File: src/rtl/instr_fetch_unit.sv
// instr_fetch_unit: fetch stage that feeds the instruction decoder.
//   Holds the fetch PC and issues word requests over a valid/ready channel.
//   It buffers in-order responses in a small FIFO and presents
//   {instr, instr_pc} to decode.
//   A redirect flushes the buffer and marks in-flight responses for discard.
// Optional build macro: IFU_ALIGN_FAULT_EN (adds fetch_fault; misaligned
//   redirect targets block fetch until an aligned redirect arrives).
// Ports:
//   clk, rst_n                      clock, async active-low reset
//   imem_req_valid/ready/addr       fetch request channel
//   imem_resp_valid/data            in-order response, no backpressure
//   redirect_valid/pc               flush and restart fetch at redirect_pc
//   instr_valid/ready, instr, instr_pc  decoder handshake and payload
//   fetch_fault                     (IFU_ALIGN_FAULT_EN only) misaligned target
module instr_fetch_unit #(
    parameter logic [31:0] RESET_PC   = 32'hBFC00000,
    parameter int unsigned FIFO_DEPTH = 2
) (
    input  logic        clk,
    input  logic        rst_n,
    output logic        imem_req_valid,
    input  logic        imem_req_ready,
    output logic [31:0] imem_req_addr,
    input  logic        imem_resp_valid,
    input  logic [31:0] imem_resp_data,
    input  logic        redirect_valid,
    input  logic [31:0] redirect_pc,
`ifdef IFU_ALIGN_FAULT_EN
    output logic        fetch_fault,
`endif
    output logic        instr_valid,
    input  logic        instr_ready,
    output logic [31:0] instr,
    output logic [31:0] instr_pc
);

    localparam int unsigned PW = $clog2(FIFO_DEPTH);
    localparam int unsigned CW = PW + 1;

    logic [31:0]   fetch_pc;
    logic [31:0]   resp_pc;
    logic [31:0]   buf_data [FIFO_DEPTH];
    logic [31:0]   buf_pc   [FIFO_DEPTH];
    logic [PW-1:0] rd_ptr;
    logic [PW-1:0] wr_ptr;
    logic [CW-1:0] count;
    logic [CW-1:0] outstanding;
    logic [CW-1:0] drop;
    logic [31:0]   hold_instr;
    logic [31:0]   hold_pc;
    logic          blocked;

    logic          req_fire;
    logic          push;
    logic          pop;
    logic [31:0]   redirect_word;

`ifdef IFU_ALIGN_FAULT_EN
    logic          fault_q;
    assign fetch_fault = fault_q;
    assign blocked     = fault_q;
`else
    // Low target bits are deliberately ignored: fetch is word-granular.
    logic unused_redirect_low;
    assign unused_redirect_low = &{1'b0, redirect_pc[1:0]};
    assign blocked = 1'b0;
`endif

    // Request gating, FIFO handshake and head/hold output selection.
    always_comb begin
        imem_req_valid = 1'b0;
        imem_req_addr  = fetch_pc;
        redirect_word  = {redirect_pc[31:2], 2'b00};
        // Reserving a FIFO slot per in-flight word means responses never stall.
        if (rst_n && !redirect_valid && !blocked &&
            ((outstanding + count) < CW'(FIFO_DEPTH))) begin
            imem_req_valid = 1'b1;
        end
        req_fire    = imem_req_valid && imem_req_ready;
        instr_valid = (count != '0);
        push        = imem_resp_valid && !redirect_valid && (drop == '0);
        pop         = instr_valid && instr_ready && !redirect_valid;
        instr       = hold_instr;
        instr_pc    = hold_pc;
        if (instr_valid) begin
            instr    = buf_data[rd_ptr];
            instr_pc = buf_pc[rd_ptr];
        end
    end

    // Buffer storage; contents are only observed through valid entries.
    always_ff @(posedge clk) begin
        if (push) begin
            buf_data[wr_ptr] <= imem_resp_data;
            buf_pc[wr_ptr]   <= resp_pc;
        end
    end

    // PCs, FIFO pointers and in-flight bookkeeping.
    always_ff @(posedge clk or negedge rst_n) begin
        if (!rst_n) begin
            fetch_pc    <= RESET_PC;
            resp_pc     <= RESET_PC;
            rd_ptr      <= '0;
            wr_ptr      <= '0;
            count       <= '0;
            outstanding <= '0;
            drop        <= '0;
            hold_instr  <= '0;
            hold_pc     <= '0;
`ifdef IFU_ALIGN_FAULT_EN
            fault_q     <= 1'b0;
`endif
        end else begin
            // Output holds whatever was last presented while the FIFO is empty.
            hold_instr <= instr;
            hold_pc    <= instr_pc;
            if (redirect_valid) begin
                rd_ptr   <= '0;
                wr_ptr   <= '0;
                count    <= '0;
                fetch_pc <= redirect_word;
                resp_pc  <= redirect_word;
                // Every word still in flight belongs to the old stream.
                outstanding <= outstanding - CW'(imem_resp_valid);
                drop        <= outstanding - CW'(imem_resp_valid);
`ifdef IFU_ALIGN_FAULT_EN
                fault_q <= (redirect_pc[1:0] != 2'b00);
`endif
            end else begin
                if (req_fire) begin
                    fetch_pc <= fetch_pc + 32'd4;
                end
                if (push) begin
                    wr_ptr  <= wr_ptr + PW'(1);
                    resp_pc <= resp_pc + 32'd4;
                end
                if (pop) begin
                    rd_ptr <= rd_ptr + PW'(1);
                end
                if (imem_resp_valid && (drop != '0)) begin
                    drop <= drop - CW'(1);
                end
                count       <= count + CW'(push) - CW'(pop);
                outstanding <= outstanding + CW'(req_fire) - CW'(imem_resp_valid);
            end
        end
    end

endmodule

File: config.mk
export PLATFORM = sky130hd
export DESIGN_NAME = instr_fetch_unit
export DESIGN_NICKNAME = d
export VERILOG_FILES = /design/src/rtl/instr_fetch_unit.sv
export SDC_FILE = /design/constraint.sdc
export NUM_CORES = 1
export LEC_CHECK = 0
export BUFFER_PORTS_ARGS = -buffer_cell sky130_fd_sc_hd__buf_2
export CAP_MARGIN = 25
export CORE_MARGIN = 3
export CORE_UTILIZATION = 29
export DETAILED_ROUTE_END_ITERATION = 16
export HOLD_SLACK_MARGIN = 0.05
export SKIP_LAST_GASP = 1
export SLEW_MARGIN = 30
export SYNTH_ARGS = -nofsm -noshare
export SYNTH_HDL_FRONTEND = slang
export SYNTH_SLANG_ARGS = --single-unit
File: constraint.sdc
create_clock -name clk -period 4.5 [get_ports clk]
set_clock_uncertainty 0.2 [all_clocks]
set_input_delay 0.45 -clock clk [delete_from_list [all_inputs] [get_ports clk]]
set_output_delay 0.45 -clock clk [all_outputs]
set_load 0.05 [all_outputs]
-- Word-level counts from Yosys, hierarchy flattened
Memories as Yosys holds them, arrays and structs flattened.
Index checks and enable logic that the tools add are counted.
- muxes and demuxes: 17
- reductions and logical operators: 16
- order comparisons: 1
- $add $sub $neg: 11
- operators with widths (operator ; number):
    $mux 32 ; 6
    $add 32x3->32 const B ; 2
    $reduce_bool 2->1 ; 6
    $logic_and 1x1->1 ; 8
    $mux 2 ; 4
    $mux 1 ; 7
    $sub 2x1->2 ; 3
    $add 2x1->2 ; 2
    $add 1x1->1 const B ; 2
    $add 2x2->2 ; 1
    $logic_not 2->1 ; 1
    $lt 2x2->1 const B ; 1
    $sub 2x1->2 const B ; 1
    $logic_not 1->1 ; 1
- input bits: 70
- register bits after elaboration: 136
- logic and storage cells: 56
- output and inout port bits: 98
- RAM bits: 128
- memories: 2
- memory list (memory ; depth ; width ; read ports ; clocked after memory_dff ; write ports ; line ; source):
    buf_data ; 2 ; 32 ; 1 ; 0 ; 1 ; 42 ; logic [31:0] buf_data [FIFO_DEPTH];
    buf_pc ; 2 ; 32 ; 1 ; 0 ; 1 ; 43 ; logic [31:0] buf_pc [FIFO_DEPTH];

-- Longest topological paths before layout
- depth in word-level cells: 8
- gate-level depth with buffers: 9

-- Worst setup path before layout
Ideal clock, no wire load.
- path type: input-to-reg
- start: input port redirect_valid
- end: memory buf_data[0][0], enable pin
- stages on the path: 4
- data arrival time: 3.572 ns
- data required time: 3.818 ns
- slack: 0.246 ns
- path through: clkinv_1 clkbuf_1 nand3_1 nor2_1
- longest elaborated chain between the ends: 5
- RTL lines (element ; line ; source):
    from (decl) ; 26 ; input logic redirect_valid,
    $logic_not 1->1 ; 81 ; push = imem_resp_valid && !redirect_valid && (drop == '0);
    $logic_and 1x1->1 (2 in a row) ; 81 ;
    $mux 1 ; 93 ; if (push) begin
    $mux 1 (implied by the code) ; 94 ; buf_data[wr_ptr] <= imem_resp_data;
    to (decl) ; 42 ;
Every way passes these cells.

-- Worst setup path in the final report
- start: register rd_ptr
- end: output port instr[4]
- longest elaborated chain between the ends: 2
- RTL lines (element ; line ; source):
    from (decl) ; 44 ; logic [PW-1:0] rd_ptr;
    from (signal assigned) ; 139 ; rd_ptr <= rd_ptr + PW'(1);
    $mem_v2 2x32 ; - ;
    $mux 32 ; 85 ; if (instr_valid) begin
    to (decl) ; 33 ; output logic [31:0] instr,
Every way passes these cells.

==> results.json <==
{
  "synth_common_cells": "edfxtp_1 (124), dfrtp_1 (114), nand2_1 (88)",
  "cp_data_arrival_time_ns": 2.60,
  "period_share": 0.721,
  "grt_overflow": 0,
  "yosys_register_bits": 256,
  "viasPerCell": 4.68,
  "yosysUniqueCellTypes": 47,
  "htreeDepth": 1,
  "place_inst": 1418,
  "hold_depth": 3,
  "cp_data_required_time_ns": 3.85,
  "clk_pin_slew_worst_paths_ns": 0.06,
  "die_w_microns": 198,
  "setup_viol": 0,
  "finish.utilization": 0.381,
  "hp-class": "in2reg",
  "drc": 0,
  "wl_microns": 26000,
  "ir_worst_vdd_mv": 0.358,
  "whs_endpoint": "imem_req_addr[11]",
  "ys_warn_count": 0,
  "cts-buffers-inserted": 29,
  "yosysSeqAreaShare": 0.663,
  "r2r_start": "count[1]",
  "grt_max_degree": 68,
  "min_period_ns": 3.25,
  "path_class": "reg2out",
  "grt_pass1_wl_microns": 41100,
  "route.vias.total": 7173,
  "cts-hold-fix-buffers": 60,
  "io_pins": 168,
  "min-delay-start": "redirect_pc[11]",
  "drtAntennaViolNets": 0,
  "grt_usage": 0.132,
  "path_max_fanout": 46,
  "startpoint_type": "register",
  "final-instance-count-excl-fill": 1532,
  "powerDensity_nw_per_um2": 634,
  "synthArstFlopShare": 0.516,
  "yosysMostFrequentCell": "edfxtp_1",
  "clkSinkCount": 256,
  "clockRootBuffer": "clkbuf_16",
  "firstDrtPassIters": 5,
  "first_global_vias": 7365,
  "rsz0062_at_grt": "false",
  "dpl-instance-area_sq_um": 12000,
  "power.total_mw": 8.65,
  "status": "complete, no violations",
  "leakagePower_nw": 5.34,
  "die_h_microns": 198,
  "ctsResizeCount": 0,
  "synthCells": 820,
  "clk_latency_ns": 0.56,
  "cts_tree": "yes",
  "finalHoldViolations": 0,
  "n_antenna_cell": 0,
  "syn-mean-instance-area_sq_um": 13.0,
  "die_area_sq_um": 39000,
  "dp_hpwl_microns": 17600,
  "endpoint_kind": "output port",
  "synth_flop_cell": "edfxtp_1",
  "drv_slew": 0,
  "worstMarginPinSlew_ns": 0.894,
  "postCtsSetupBuffers": 0,
  "syn_area_sq_um": 10600,
  "antenna_found_initial": 1,
  "synth_area_leaders": "edfxtp_1 (35%), dfrtp_1 (27%), mux2i_1 (6.1%)",
  "final_cell_area_sq_um": 13700,
  "drive_gt1_frac": 0.254,
  "numPortBuffers": 163,
  "gp_congestion": 0.821,
  "post_drt_wl_per_cell_microns": 17.0,
  "cts_buffer_depth": 3,
  "synth_edf_count": 124,
  "reg2reg_slack_ns": 1.79,
  "reg2reg_depth": 5,
  "maxSlewHeadroom": 0.399,
  "num_rows": 69,
  "maxCapViolCount": 0,
  "synth_top_cell_by_area": "edfxtp_1",
  "synth_top_area_frac": 0.350,
  "first_iter_violations": 291,
  "nets": 1126,
  "timing.rr.end": "imem_req_addr[15]",
  "max_freq_mhz": 308,
  "tns_ns": 0,
  "core_area_sq_um": 35800,
  "area_growth_pct": 28.3,
  "start_util": 0.297
}
sequential cells by signal, indices dropped and copies added (netlist names):
| signal | flops |
|---|---|
| buf_data | 64 |
| buf_pc | 60 |
| count | 2 |
| drop | 2 |
| hold_instr | 32 |
| hold_pc | 32 |
| imem_req_addr | 30 |
| outstanding | 2 |
| rd_ptr | 1 |
| resp_pc | 30 |
| wr_ptr | 1 |
per-stage QoR:
step | hold slack [ns] | setup slack [ns]
3_3_place_gp | 0.171 | 1.72
2_1_floorplan | -0.0456 | 0.246
3_5_place_dp | 0.176 | 1.68
4_1_cts | 0.0587 | 1.18
5_1_grt | 0.0887 | 1.05
6_report | 0.0879 | 1.25
cells in the final DEF, fill, tap and decap left out, drive strengths merged, types with 3 or more instances in the layout:
| cell | synthesis | final |
|---|---|---|
| buf | 6 | 174 |
| clkbuf | 32 | 39 |
| dlygate4sd3 | 0 | 60 |
| ha | 8 | 8 |
| and3 | 14 | 14 |
| a31oi | 12 | 12 |
| o31a | 3 | 3 |
| dfrtp | 114 | 114 |
| a21oi | 13 | 13 |
| bufinv | 0 | 4 |
| xnor2 | 36 | 36 |
| dfstp | 18 | 18 |
| or4 | 7 | 7 |
| nor4 | 11 | 11 |
| mux2 | 21 | 21 |
| edfxtp | 124 | 124 |
| xor2 | 16 | 16 |
| nand2 | 88 | 88 |
| nand3 | 29 | 29 |
| mux2i | 65 | 65 |
| o31ai | 6 | 6 |
| clkinv | 1 | 5 |
| and4 | 3 | 3 |
| inv | 14 | 18 |
| nand2b | 6 | 6 |
| nor3 | 11 | 11 |
| or3 | 8 | 8 |
| o21ai | 76 | 76 |
| a21boi | 4 | 4 |
| and2 | 5 | 5 |
| clkinvlp | 0 | 3 |
| o2111ai | 4 | 4 |
| nand4 | 21 | 21 |
| o21a | 4 | 4 |
| nor2 | 30 | 30 |
cell families (layout without fill, tap and decap cells):
group	count (synthesis)	in the layout	share of synthesized area
flops	256	256	0.663
simple gates	236	236	0.111
compound gates	128	128	0.0695
mux	86	86	0.0834
buf+inv	53	303	0.0201
xor+xnor	52	52	0.0442
fa+ha+maj	8	8	0.00941
other cells	1	2	0.000352
critical path, stage by stage (launching register included):
cell,delay (ns)
dfrtp_4,1.00
buf_4,0.36
mux2i_1,0.09
o21ai_0,0.23
buf_2,0.32
power by group:
part | leakage, nW | switching [mW] | internal, mW
clock network | 0.500 | 0.963 | 1.54
logic | 2.14 | 2.31 | 0.697
registers | 2.69 | 0.246 | 2.91
how the worst max path moves through the flow:
stage / start / endpoint / cells past startpoint
after global routing: rd_ptr / instr[10] / 4
final: rd_ptr / instr[4] / 4
after CTS: rd_ptr / instr[4] / 4
after global placement: rst_n / imem_req_addr[13] / 6
after floorplan: redirect_valid / buf_data[0][0] / 4
after detailed placement: rst_n / imem_req_addr[13] / 6
cell type report:
type | instances | area [sq um]
clock inverters | 15 | 198
fillers | 3479 | 22200
clock buffers | 39 | 836
well taps | 461 | 577
repair buffers | 234 | 1530
flip-flops and latches | 256 | 7050
multi-input cells | 512 | 3400
inverters | 15 | 56.3
metal layers:
layer | routed length (microns) | global-route usage | vias to the layer above | part of all wire
li1 | - | - | 3460 | -
met5 | 15 | 0 | - | 0.00058
met4 | 605 | 0.0322 | 2 | 0.023
met1 | 12000 | 0.181 | 3434 | 0.46
met2 | 11600 | 0.212 | 233 | 0.44
met3 | 1880 | 0.0333 | 44 | 0.072
No activity file was read; power rests on OpenSTA's default activity.
